$ cat src/rtl/addsub_pipe_pkg.sv
// rtl/addsub_pipe_pkg.sv - shared add/sub mode encodings and flag helper
package addsub_pipe_pkg;

    localparam logic ADDSUB_ADD = 1'b0;
    localparam logic ADDSUB_SUB = 1'b1;

    // Two's-complement overflow: operands agree in sign, result disagrees.
    function automatic logic signed_ovf(input logic a_msb, input logic b_msb, input logic c_msb);
        return (a_msb == b_msb) && (c_msb != a_msb);
    endfunction

endpackage

$ cat src/rtl/addsub_slice.sv
// rtl/addsub_slice.sv - combinational SLICE_W-bit adder with carry in/out
module addsub_slice
    import addsub_pipe_pkg::*;
#(
    parameter int SLICE_W = 4
) (
    input  logic [SLICE_W-1:0] i_a,
    input  logic [SLICE_W-1:0] i_b,
    input  logic               i_cin,
    output logic [SLICE_W-1:0] o_sum,
    output logic               o_cout
);

    logic [SLICE_W:0] w_full;

    assign w_full          = {1'b0, i_a} + {1'b0, i_b} + {{SLICE_W{1'b0}}, i_cin};
    assign {o_cout, o_sum} = w_full;

endmodule

$ cat src/rtl/addsub_pipe.sv
// rtl/addsub_pipe.sv - sliced, pipelined add/subtract unit with valid/ready and ALU flags
module addsub_pipe
    import addsub_pipe_pkg::*;
#(
    parameter int BUS_WIDTH  = 8,
    parameter int NUM_STAGES = 2
) (
    input  logic                 i_clk,
    input  logic                 i_rst,
    input  logic                 i_valid,
    output logic                 o_ready,
    input  logic [BUS_WIDTH-1:0] i_a,
    input  logic [BUS_WIDTH-1:0] i_b,
    input  logic                 i_sub,
    output logic                 o_valid,
    input  logic                 i_ready,
    output logic [BUS_WIDTH-1:0] o_c,
    output logic                 o_carry,
    output logic                 o_overflow,
    output logic                 o_zero
);

    localparam int SW   = BUS_WIDTH / NUM_STAGES;
    localparam int MSB  = BUS_WIDTH - 1;
    localparam int LAST = NUM_STAGES - 1;

    if (BUS_WIDTH % NUM_STAGES != 0) begin : g_bad_cfg
        $error("addsub_pipe: BUS_WIDTH must be a multiple of NUM_STAGES");
    end

    logic                 w_en;
    logic                 w_sub;

    // Stage k holds operands, partial result and carry after slice k has been added.
    logic [BUS_WIDTH-1:0] r_a  [NUM_STAGES];
    logic [BUS_WIDTH-1:0] r_b  [NUM_STAGES];
    logic [BUS_WIDTH-1:0] r_s  [NUM_STAGES];
    logic                 r_cy [NUM_STAGES];
    logic                 r_v  [NUM_STAGES];
    logic                 r_ovf;
    logic                 r_zero;

    logic [BUS_WIDTH-1:0] w_a_in    [NUM_STAGES];
    logic [BUS_WIDTH-1:0] w_b_in    [NUM_STAGES];
    logic [BUS_WIDTH-1:0] w_s_in    [NUM_STAGES];
    logic [BUS_WIDTH-1:0] w_s_nxt   [NUM_STAGES];
    logic [BUS_WIDTH-1:0] w_sum_ext [NUM_STAGES];
    logic [SW-1:0]        w_sum     [NUM_STAGES];
    logic                 w_cin     [NUM_STAGES];
    logic                 w_cout    [NUM_STAGES];
    logic                 w_v_in    [NUM_STAGES];

    assign w_sub   = (i_sub == ADDSUB_SUB);
    assign w_en    = !r_v[LAST] || i_ready;
    assign o_ready = w_en;

    for (genvar k = 0; k < NUM_STAGES; k++) begin : g_stage
        if (k == 0) begin : g_first
            // Subtract folds into add: invert B here, the +1 rides in as carry-in.
            assign w_a_in[k] = i_a;
            assign w_b_in[k] = i_b ^ {BUS_WIDTH{w_sub}};
            assign w_s_in[k] = '0;
            assign w_cin[k]  = w_sub;
            assign w_v_in[k] = i_valid && w_en;
        end else begin : g_next
            assign w_a_in[k] = r_a[k-1];
            assign w_b_in[k] = r_b[k-1];
            assign w_s_in[k] = r_s[k-1];
            assign w_cin[k]  = r_cy[k-1];
            assign w_v_in[k] = r_v[k-1];
        end

        addsub_slice #(
            .SLICE_W (SW)
        ) u_slice (
            .i_a    (w_a_in[k][k*SW +: SW]),
            .i_b    (w_b_in[k][k*SW +: SW]),
            .i_cin  (w_cin[k]),
            .o_sum  (w_sum[k]),
            .o_cout (w_cout[k])
        );

        assign w_sum_ext[k] = BUS_WIDTH'(w_sum[k]);
        assign w_s_nxt[k]   = w_s_in[k] | (w_sum_ext[k] << (k * SW));
    end

    always_ff @(posedge i_clk) begin
        if (i_rst) begin
            for (int k = 0; k < NUM_STAGES; k++) begin
                r_a[k]  <= '0;
                r_b[k]  <= '0;
                r_s[k]  <= '0;
                r_cy[k] <= 1'b0;
                r_v[k]  <= 1'b0;
            end
            r_ovf  <= 1'b0;
            r_zero <= 1'b0;
        end else if (w_en) begin
            for (int k = 0; k < NUM_STAGES; k++) begin
                r_a[k]  <= w_a_in[k];
                r_b[k]  <= w_b_in[k];
                r_s[k]  <= w_s_nxt[k];
                r_cy[k] <= w_cout[k];
                r_v[k]  <= w_v_in[k];
            end
            r_ovf  <= signed_ovf(w_a_in[LAST][MSB], w_b_in[LAST][MSB], w_s_nxt[LAST][MSB]);
            r_zero <= (w_s_nxt[LAST] == '0);
        end
    end

    assign o_valid    = r_v[LAST];
    assign o_c        = r_s[LAST];
    assign o_carry    = r_cy[LAST];
    assign o_overflow = r_ovf;
    assign o_zero     = r_zero;

endmodule

$ cat config.mk
export PLATFORM = sky130hd
export DESIGN_NAME = addsub_pipe
export DESIGN_NICKNAME = d
export VERILOG_FILES = /design/src/rtl/addsub_pipe_pkg.sv /design/src/rtl/addsub_slice.sv /design/src/rtl/addsub_pipe.sv
export SDC_FILE = /design/constraint.sdc
export NUM_CORES = 1
export LEC_CHECK = 0
export BUFFER_PORTS_ARGS = -buffer_cell sky130_fd_sc_hd__buf_4
export CAP_MARGIN = 20
export CORE_MARGIN = 2
export CORE_UTILIZATION = 53
export CTS_BUF_LIST = sky130_fd_sc_hd__clkbuf_2 sky130_fd_sc_hd__clkbuf_4 sky130_fd_sc_hd__clkbuf_8
export CTS_CLUSTER_DIAMETER = 200
export CTS_CLUSTER_SIZE = 40
export DETAILED_ROUTE_END_ITERATION = 6
export PLACE_DENSITY = 0.79
export RECOVER_POWER = 25
export SYNTH_ARGS = -nofsm -noshare
export SYNTH_HDL_FRONTEND = slang
export SYNTH_SLANG_ARGS = --single-unit
$ cat constraint.sdc
create_clock -name i_clk -period 2.9 [get_ports i_clk]
set_clock_uncertainty 0.2 [all_clocks]
set_input_delay 0.725 -clock i_clk [delete_from_list [all_inputs] [get_ports i_clk]]
set_output_delay 0.725 -clock i_clk [all_outputs]
set_load 0.01 [all_outputs]
==> results of run 1 <==
==> worst paths after layout <==
check | to | slack [ns]
worst min-delay path | o_zero | 0.33
worst max-delay path | o_ready | 0.49
worst min register to register | o_zero | 0.33
worst max register to register | o_zero | 0.83
==> cell type report <==
type,count,area (um^2),area share [%]
clock buffers,4,30.0,1.87
inverters,6,22.5,1.40
multi-input cells,64,520,32.4
flip-flops and latches,26,761,47.4
well taps,30,37.5,2.34
repair buffers,35,233,14.5
==> stage by stage <==
step	setup WS, ns	total power [mW]	util (%)	hold WS, ns	cell area [um^2]
2_1_floorplan	0.564	0.621	-	0.328	1390
6_report	0.492	0.819	64.7	0.328	1600
5_1_grt	0.426	0.859	64.7	0.360	1600
3_5_place_dp	0.443	0.678	64.7	0.308	1600
3_3_place_gp	0.479	0.671	64.7	0.287	1600
4_1_cts	0.479	0.833	66.0	0.331	1630
==> power by group <==
group	total, mW	internal [mW]	leakage, nW	switching (mW)
registers	0.471	0.457	0.296	0.0145
logic	0.185	0.0956	0.414	0.0897
clock network	0.163	0.0633	0.0184	0.0995
total	0.819	0.616	0.728	0.204
==> routing by layer <==
layer / track usage (%) / vias to the layer above
met4: 8.54 / 0
met1: 17.6 / 390
li1: - / 425
met3: 2.42 / 5
met5: 0 / -
met2: 28.8 / 36
==> synth_stat cells, drive strengths merged <==
| master | instances |
|---|---|
| xor2 | 5 |
| ha | 6 |
| or4 | 1 |
| o21ai | 1 |
| a32o | 2 |
| nor2b | 3 |
| edfxtp | 24 |
| a21o | 3 |
| and3 | 12 |
| dfxtp | 2 |
| mux2 | 1 |
| nor2 | 10 |
| buf | 10 |
| xnor2 | 8 |
| nand2 | 2 |
| nor3 | 2 |
| nand4b | 1 |
| fa | 3 |
| clkbuf | 2 |
| a31oi | 1 |
| a21oi | 3 |
| inv | 6 |
==> worst max-delay path, cell delays in order <==
cell      delay (ns)
clkbuf_4        0.11
nor2b_1         0.28
inv_1           0.19
buf_4           0.18
==> logic make-up (layout without fill, tap and decap cells) <==
| logic type | count (synthesis) | in the layout |
|---|---|---|
| compound gates | 10 | 10 |
| simple gates | 31 | 31 |
| flops | 26 | 26 |
| fa+ha+maj | 9 | 9 |
| xor+xnor | 13 | 13 |
| mux | 1 | 1 |
| buf+inv | 18 | 45 |
==> flip-flops by register name, indices dropped and copies added (netlist names) <==
register and flops:
r_a 4, o_overflow 1, r_cy 2, r_b 4, r_v 2, r_s 12
o_zero 1
==> results.toml, run 1 <==
[global_route]
antenna_found_initial = 0
grt_pass1_wl_mm = 3.27
grt_max_degree = 21
grtUsageTotal_pct = 15.8
grt_pass1_vias = 800
grt_overflow = 0

[yosys]
synth_top_cell_by_area = "edfxtp_1"
yosysWarnings = 0
synth_mux_area_share_pct = 1.08
synth_adder_area_share_pct = 9.74
synth_simple_gate_area_share_pct = 12.4
synth_top_cell_area_share_pct = 51.9
syn_area_mm2 = 0.00139
synth_area_leaders = "edfxtp_1, and3_1, ha_1"
ys_ff_latch = 26
synth_top_family_by_area = "simple AND/OR/NAND/NOR gates"
synth_xor_area_share_pct = 8.21
seq_area_frac_synth_pct = 54.8
synth_cell_types = 25
synth_nets = 138
synth-compound-area-share_pct = 6.04
netlist_instances = 108
syn_area_per_cell_um2 = 12.8

[cts]
worstSkewPairLatency_ns = 0.32
root_buffer = "clkbuf_4"
clock-sinks = 26
cts_tree = "built"
postCtsSetupRepairBufs = 0
cts_hold_buf = 0
clockBufferDepth = 2
cts_buffers = 3
ctsHtreeMaxLevel = 1
clkTransAtPathRegs_ns = 0.13
ctsResizeCount = 0

[routing]
drt-total-wl_mm = 2.08
drc = 0
post_drt_wl_per_cell_um = 12.6
via_count = 856
drtIter0Drc = 12
wl_met1_um = 832
dr_wl_met3_um = 146
detail-route-antenna-nets = 0
firstDrtPassIters = 4
routed_via_density = 5.19
wl_met2_mm = 1.04
top_layer_used = "met4"

[setup_path]
crit_fanout = 7
reg2reg_depth = 6
cp-end-kind = "output port"
r2r_start = "r_cy[0][0]"
worstSetupPathType = "input pin to output port"
cp-start-kind = "input pin"
arrival_ns = 1.48
crit_start = "i_ready"
cp_data_required_time_ns = 1.98

[floorplan]
die_x_um = 55.2
fp.dieH_um = 55.2
core_mm2 = 0.00248
dieArea_mm2 = 0.00304
start_util_pct = 56.0
row_count = 18
io_pins = 34

[timing]
fmax_mhz = 415
finalSetupViolCount = 0
fin_crit_ns = 2.41
hold_viol = 0
worst_pin_slew_ns = 0.448
relSlewSlack_pct = 70.1
rsz0062_at_grt = "false"
finalSetupTns_ns = 0
finalCritPeriodShare_pct = 83.1
slew_viol_final = 0

[placed_design]
dp_hpwl_mm = 1.66
portBuffers = 33
dp.cells = 161
globalplace.congestion = 0.750

[finish]
final_cell_mix = "buf_4, edfxtp_1, and3_1"
drive_gt1_share_pct = 25.2
area_growth_pct = 15.6
fin_cells = 165
n_antenna_cell = 0
layout.nets = 166
final_common_cell = "buf_4"
fillers = 202

[power]
vdd_ir_drop_max_mv = 0.334
cellPowerDensity_mw_per_mm2 = 511
p_leak_nw = 0.728

[flow_run]
maxCapViolations = 0

[min_path]
hold_depth = 1
min_from = "o_zero"
hp-class = "flip-flop to flip-flop"

[run_status]
status = "finished, final reports clean"
(Power assumes the default switching activity.)
==> run 2: changes to the inputs <==
--- a/config.mk
+++ b/config.mk
@@ -8,12 +8,12 @@
 export BUFFER_PORTS_ARGS = -buffer_cell sky130_fd_sc_hd__buf_4
 export CAP_MARGIN = 20
 export CORE_MARGIN = 2
-export CORE_UTILIZATION = 53
+export CORE_UTILIZATION = 49
 export CTS_BUF_LIST = sky130_fd_sc_hd__clkbuf_2 sky130_fd_sc_hd__clkbuf_4 sky130_fd_sc_hd__clkbuf_8
 export CTS_CLUSTER_DIAMETER = 200
 export CTS_CLUSTER_SIZE = 40
 export DETAILED_ROUTE_END_ITERATION = 6
-export PLACE_DENSITY = 0.79
+export PLACE_DENSITY = 0.77
 export RECOVER_POWER = 25
 export SYNTH_ARGS = -nofsm -noshare
 export SYNTH_HDL_FRONTEND = slang
==> constraint.sdc (replaced) <==
create_clock -name i_clk -period 2.02 [get_ports i_clk]
set_clock_uncertainty 0.2 [all_clocks]
set_input_delay 0.505 -clock i_clk [delete_from_list [all_inputs] [get_ports i_clk]]
set_output_delay 0.505 -clock i_clk [all_outputs]
set_load 0.01 [all_outputs]
==> run 2 against run 1 <==
The flow now finishes with violations (negative setup slack). Non-clock buffer count is 11 higher. Die area grew 7.6%. Total power grew 48%. Hold slack worse by 0.039 ns. Count of clock-buffer cells in the layout down 1. Largest power group unchanged. Setup slack worse by 0.53 ns. Wire length grew 13%. Global-route usage decreased by 1.5 points. Critical path depth grew 3. Utilization down 1.7 points. Register-to-register slack got worse by 0.87 ns.
==> results.toml, run 2 (synthesized netlist as in run 1, its figures left out) <==
[min_path]
min_from = "i_valid"
worstHoldEndpoint = "r_v[0][0]"
hold_depth = 2
hp-class = "input pin to flip-flop"

[global_route]
use_met2_pct = 25.8
grtUsageTotal_pct = 14.3
grt_overflow = 0
grtUsageMet1_pct = 16.4
use_met3_pct = 2.49
grt_pass1_vias = 821
grt_pass1_wl_mm = 3.56
grt_max_degree = 16
grt_busiest_layer = "met2"
antenna_found_initial = 0

[finish]
drive_gt1_share_pct = 38.4
top_register = "r_s"
layout.nets = 177
final_cell_mix = "buf_4, edfxtp_1, and3_1"
largestRegisters = "r_s (12), r_a (4), r_b (4)"
n_antenna_cell = 0
largest_reg_flops = 12
final_common_cell = "buf_4"
postLayoutCellArea_mm2 = 0.00172
area_growth_pct = 24.2

[floorplan]
io_pins = 34
core_mm2 = 0.00273
fp.dieH_um = 57.2
dieArea_mm2 = 0.00327
die_x_um = 57.2
row_count = 19
start_util_pct = 50.8

[timing]
relSlewSlack_pct = 67.1
finalCritPeriodShare_pct = 102
fin_crit_ns = 2.06
final.setup.worst_slack_ns = -0.0425
worst_hold_slack_ns = 0.290
finalSetupTns_ns = -0.0425
slew_viol_final = 0
hold_viol = 0
worst_pin_slew_ns = 0.494
finalSetupViolCount = 1
fmax_mhz = 485
rsz0062_at_grt = "true"

[cts]
cts_tree = "built"
clkTransAtPathRegs_ns = 0.13
cts_hold_buf = 0
root_buffer = "clkbuf_4"
clockBufferDepth = 2
cts_buffers = 3
clock-sinks = 26
ctsHtreeMaxLevel = 1
worstSkewPairLatency_ns = 0.31

[setup_path]
crit_start = "r_cy[0][0]"
cp-end-kind = "flip-flop"
cp_data_required_time_ns = 2.09
worstSetupPathType = "flip-flop to flip-flop"
reg2reg_depth = 7
reg2reg_slack_ns = -0.04
crit_fanout = 2
r2r_start = "r_cy[0][0]"
arrival_ns = 2.13
cp-start-kind = "flip-flop"
r2r_end = "o_zero"

[run_status]
status = "finished with violations"
violations = "negative setup slack"

[power]
cellPowerDensity_mw_per_mm2 = 705
p_int_mw = 0.904
power_frac_clock_pct = 17.8
power_frac_seq_pct = 55.9
p_leak_nw = 0.800
p_switching_mw = 0.309
p_sw_share_pct = 25.5
combPwrFrac_pct = 26.3
vdd_ir_drop_max_mv = 0.448

[routing]
via_count = 893
routed_via_density = 5.05
drc = 0
drt-total-wl_mm = 2.35
firstDrtPassIters = 4
detail-route-antenna-nets = 0
post_drt_wl_per_cell_um = 13.2
drtIter0Drc = 41

[flow_run]
maxCapViolations = 0

[placed_design]
dp_hpwl_mm = 1.77
portBuffers = 33
dpl-instance-area_mm2 = 0.00168
pre_cts_ws_ns = -0.0715
globalplace.congestion = 0.798
-- run 2: cell count changes in the layout (fill, tap and decap cells not counted), sizes merged --
cell    delta
clkinv     +1
clkbuf     -7
buf       +17
-- run 2: worst max path at each step --
| stage | endpoint | slack, ns |
|---|---|---|
| 6_report | o_zero | -0.04 |
| 2_1_floorplan | r_s[0][3] | -0.08 |
| 3_3_place_gp | r_cy[0][0] | -0.05 |
| 3_5_place_dp | o_zero | -0.07 |
| 5_1_grt | o_zero | -0.07 |
| 4_1_cts | o_zero | -0.02 |
-- run 2: through the flow --
step / total power [mW] / instances / util (%)
2_1_floorplan: 0.894 / 108 / -
3_3_place_gp: 0.982 / 172 / 61.6
3_5_place_dp: 0.994 / 172 / 61.6
4_1_cts: 1.21 / 176 / 62.7
5_1_grt: 1.27 / 177 / 63.0
6_report: 1.21 / 177 / 63.0
-- run 2: cell type report --
cell class                 instances  area [um^2]
sequential                        26          761
clock inverter                     1         3.75
fill                             210         1010
clock buffer                       3         22.5
timing repair buffer              46          335
multi-input combinational         64          539
inverter                           6         22.5
tap                               31         38.8
-- run 2: per-layer routing --
metal | up-vias | wire length (um)
li1 | 448 | -
met1 | 404 | 926
met2 | 36 | 1210
met3 | 5 | 163
met4 | 0 | 43
met5 | - | 0
-- run 2: timing repair --
action | in CTS | in global routing
pin swaps | 5 | 3
gates resized for setup | 3 | 2
cloned | 0 | 0
setup endpoints to repair | 2 | 3
buffers inserted | 0 | 1
-- run 2: power groups by stage --
| stage | Combinational [mW] | Clock (mW) | Sequential, mW |
|---|---|---|---|
| final | 0.319 | 0.216 | 0.679 |
| after global routing | 0.349 | 0.237 | 0.687 |
| after CTS | 0.308 | 0.218 | 0.680 |
| after detailed placement | 0.302 | 0 | 0.692 |
| after global placement | 0.294 | 0 | 0.688 |
| after floorplan | 0.207 | 0 | 0.687 |
-- run 2: critical path: stages (launching register included) --
cell and delay, ns:
edfxtp_1 0.43, fa_2 0.43, inv_2 0.07, fa_2 0.25, xor2_2 0.20, nand4b_1 0.12, nor3_1 0.16, a32o_1 0.15
==> run 3: changes to the inputs <==
--- a/config.mk
+++ b/config.mk
@@ -8,12 +8,12 @@
 export BUFFER_PORTS_ARGS = -buffer_cell sky130_fd_sc_hd__buf_4
 export CAP_MARGIN = 20
 export CORE_MARGIN = 2
-export CORE_UTILIZATION = 49
+export CORE_UTILIZATION = 40
 export CTS_BUF_LIST = sky130_fd_sc_hd__clkbuf_2 sky130_fd_sc_hd__clkbuf_4 sky130_fd_sc_hd__clkbuf_8
 export CTS_CLUSTER_DIAMETER = 200
 export CTS_CLUSTER_SIZE = 40
 export DETAILED_ROUTE_END_ITERATION = 6
-export PLACE_DENSITY = 0.77
+export PLACE_DENSITY = 0.65
 export RECOVER_POWER = 25
 export SYNTH_ARGS = -nofsm -noshare
 export SYNTH_HDL_FRONTEND = slang
==> run 3 against run 2 <==
The flow now finishes without violations. Cell count up 8.5%. Critical path depth decreased by 1. Flip-flop and latch count unchanged. Hold slack better by 0.0063 ns. Via count shrank 0.22%. Setup slack improved by 0.080 ns. Register-to-register slack improved by 0.08 ns. Wire length rose by 2.2%. Count of clock-buffer cells in the layout rose by 1. Critical path type unchanged. Critical endpoint unchanged.
==> results.toml, run 3 (synthesized netlist as in run 1, its figures left out) <==
[cts]
postCtsSetupRepairBufs = 0
clkTransAtPathRegs_ns = 0.13
ctsHtreeMaxLevel = 1
cts_hold_buf = 0
cts_buffers = 3
worstSkewPairLatency_ns = 0.31
clock-sinks = 26
cts_tree = "built"
clockBufferDepth = 2
root_buffer = "clkbuf_4"

[floorplan]
start_util_pct = 41.6
fp.dieH_um = 62.9
io_pins = 34
die_x_um = 62.9
dieArea_mm2 = 0.00396
core_mm2 = 0.00334
row_count = 21

[timing]
fin_crit_ns = 1.98
worst_pin_slew_ns = 0.306
slew_viol_final = 0
relSlewSlack_pct = 79.5
finalCritPeriodShare_pct = 98.2
finalSetupTns_ns = 0
hold_viol = 0
finalSetupViolCount = 0
fmax_mhz = 504
rsz0062_at_grt = "true"
final.setup.worst_slack_ns = 0.0371

[finish]
fillers = 298
final_common_cell = "buf_4"
largest_reg_flops = 12
fin_cells = 192
area_growth_pct = 27.7
final_cell_mix = "buf_4, edfxtp_1, and3_1"
ff_latch_area_um2 = 761
top_register = "r_s"
layout.nets = 177
multi_input_area_um2 = 537
n_antenna_cell = 0
drive_gt1_share_pct = 39.7
largestRegisters = "r_s (12), r_a (4), r_b (4)"

[setup_path]
cp-end-kind = "flip-flop"
cp-start-kind = "flip-flop"
cp_data_required_time_ns = 2.04
worstSetupPathType = "flip-flop to flip-flop"
worst-path-buf-inv = 1
reg2reg_depth = 6
slowest_delay_ns = 0.43
crit_fanout = 2
slowest_stage = "edfxtp_1"
r2r_end = "o_zero"
reg2reg_slack_ns = 0.04
critPathTopFamily = "adder cells"
r2r_start = "r_b[0][4]"
path_cells = "fa_2 -> inv_2 -> fa_1 -> nand4b_1 -> nor3_1 -> a32o_1"
arrival_ns = 2.00

[placed_design]
dp.cells = 188
dp_hpwl_mm = 1.87
globalplace.congestion = 0.770
pre_cts_ws_ns = -0.108
portBuffers = 33

[global_route]
grt_pass1_vias = 889
grt_max_degree = 15
grt_pass1_wl_mm = 4.02
grtUsageTotal_pct = 13.1
grt_overflow = 0
antenna_found_initial = 0

[min_path]
hp-class = "input pin to flip-flop"
min_from = "i_valid"
hold_depth = 2
worstHoldEndpoint = "r_v[0][0]"

[run_status]
status = "finished, final reports clean"

[routing]
detail-route-antenna-nets = 0
drt-total-wl_mm = 2.40
drc = 0
via_count = 891
post_drt_wl_per_cell_um = 12.5
firstDrtPassIters = 4
drtIter0Drc = 51
routed_via_density = 4.64

[power]
p_leak_nw = 0.820
cellPowerDensity_mw_per_mm2 = 707
vdd_ir_drop_max_mv = 0.226
total_power_mw = 1.25

[flow_run]
maxCapViolations = 0
## run 3: changes by cell type in the layout (fill, tap and decap cells not counted)
| cell | delta |
|---|---|
| clkinv_1 | -1 |
| buf_12 | +1 |
| fa_1 | +1 |
| buf_4 | +2 |
| clkbuf_8 | +1 |
| clkbuf_1 | -2 |
| fa_2 | -1 |
| clkbuf_2 | -1 |
## run 3: per-layer routing
| metal | part of all wire (%) | GRT usage (%) |
|---|---|---|
| met4 | 2.0 | 8.06 |
| met2 | 49 | 20.5 |
| met3 | 6.8 | 3.78 |
| met1 | 42 | 15.8 |
| met5 | 0 | 0 |
## run 3: cell type report
| class | instances | share of cell area [%] |
|---|---|---|
| clock buffer | 4 | 2.05 |
| tap | 46 | 3.25 |
| timing repair buffer | 46 | 20.2 |
| multi-input combinational | 64 | 30.3 |
| sequential | 26 | 42.9 |
| inverter | 6 | 1.27 |
## run 3: worst reg2reg max path, stage by stage (launching register included)
cell and delay [ns]:
edfxtp_1 0.43, fa_2 0.42, inv_2 0.07, fa_1 0.43, nand4b_1 0.11, nor3_1 0.05
a32o_1 0.20
## run 3: power breakdown
group | internal (mW) | switching (mW) | leakage, nW
clock | 0.110 | 0.143 | 0.0210
combinational | 0.180 | 0.141 | 0.504
sequential | 0.656 | 0.0230 | 0.296
total | 0.946 | 0.307 | 0.820
## run 3: stage by stage
stage	instance area (um^2)	hold slack, ns	util, %
after floorplan	1400	0.328	-
after global placement	1720	0.294	51.6
after detailed placement	1720	0.302	51.6
after CTS	1760	0.281	52.8
after global routing	1770	0.271	53.1
final	1770	0.296	53.1
## run 3: what timing repair did
item / CTS / global route
pin swaps: 3 / 3
setup endpoints to repair: 2 / 2
hold endpoints to repair: 0 / 0
gates resized for setup: 2 / 2
## run 3: how the worst max path moves through the flow
| stage | slack (ns) | start | endpoint | depth (start not counted) |
|---|---|---|---|---|
| floorplan | -0.08 | i_sub | r_s[0][3] | 7 |
| global placement | -0.08 | i_sub | r_s[0][3] | 7 |
| detailed placement | -0.11 | i_sub | r_s[0][3] | 7 |
| CTS | 0.003 | r_a[0][4] | o_zero | 6 |
| global route | -0.008 | r_b[0][4] | o_zero | 6 |
| finish | 0.04 | r_b[0][4] | o_zero | 6 |
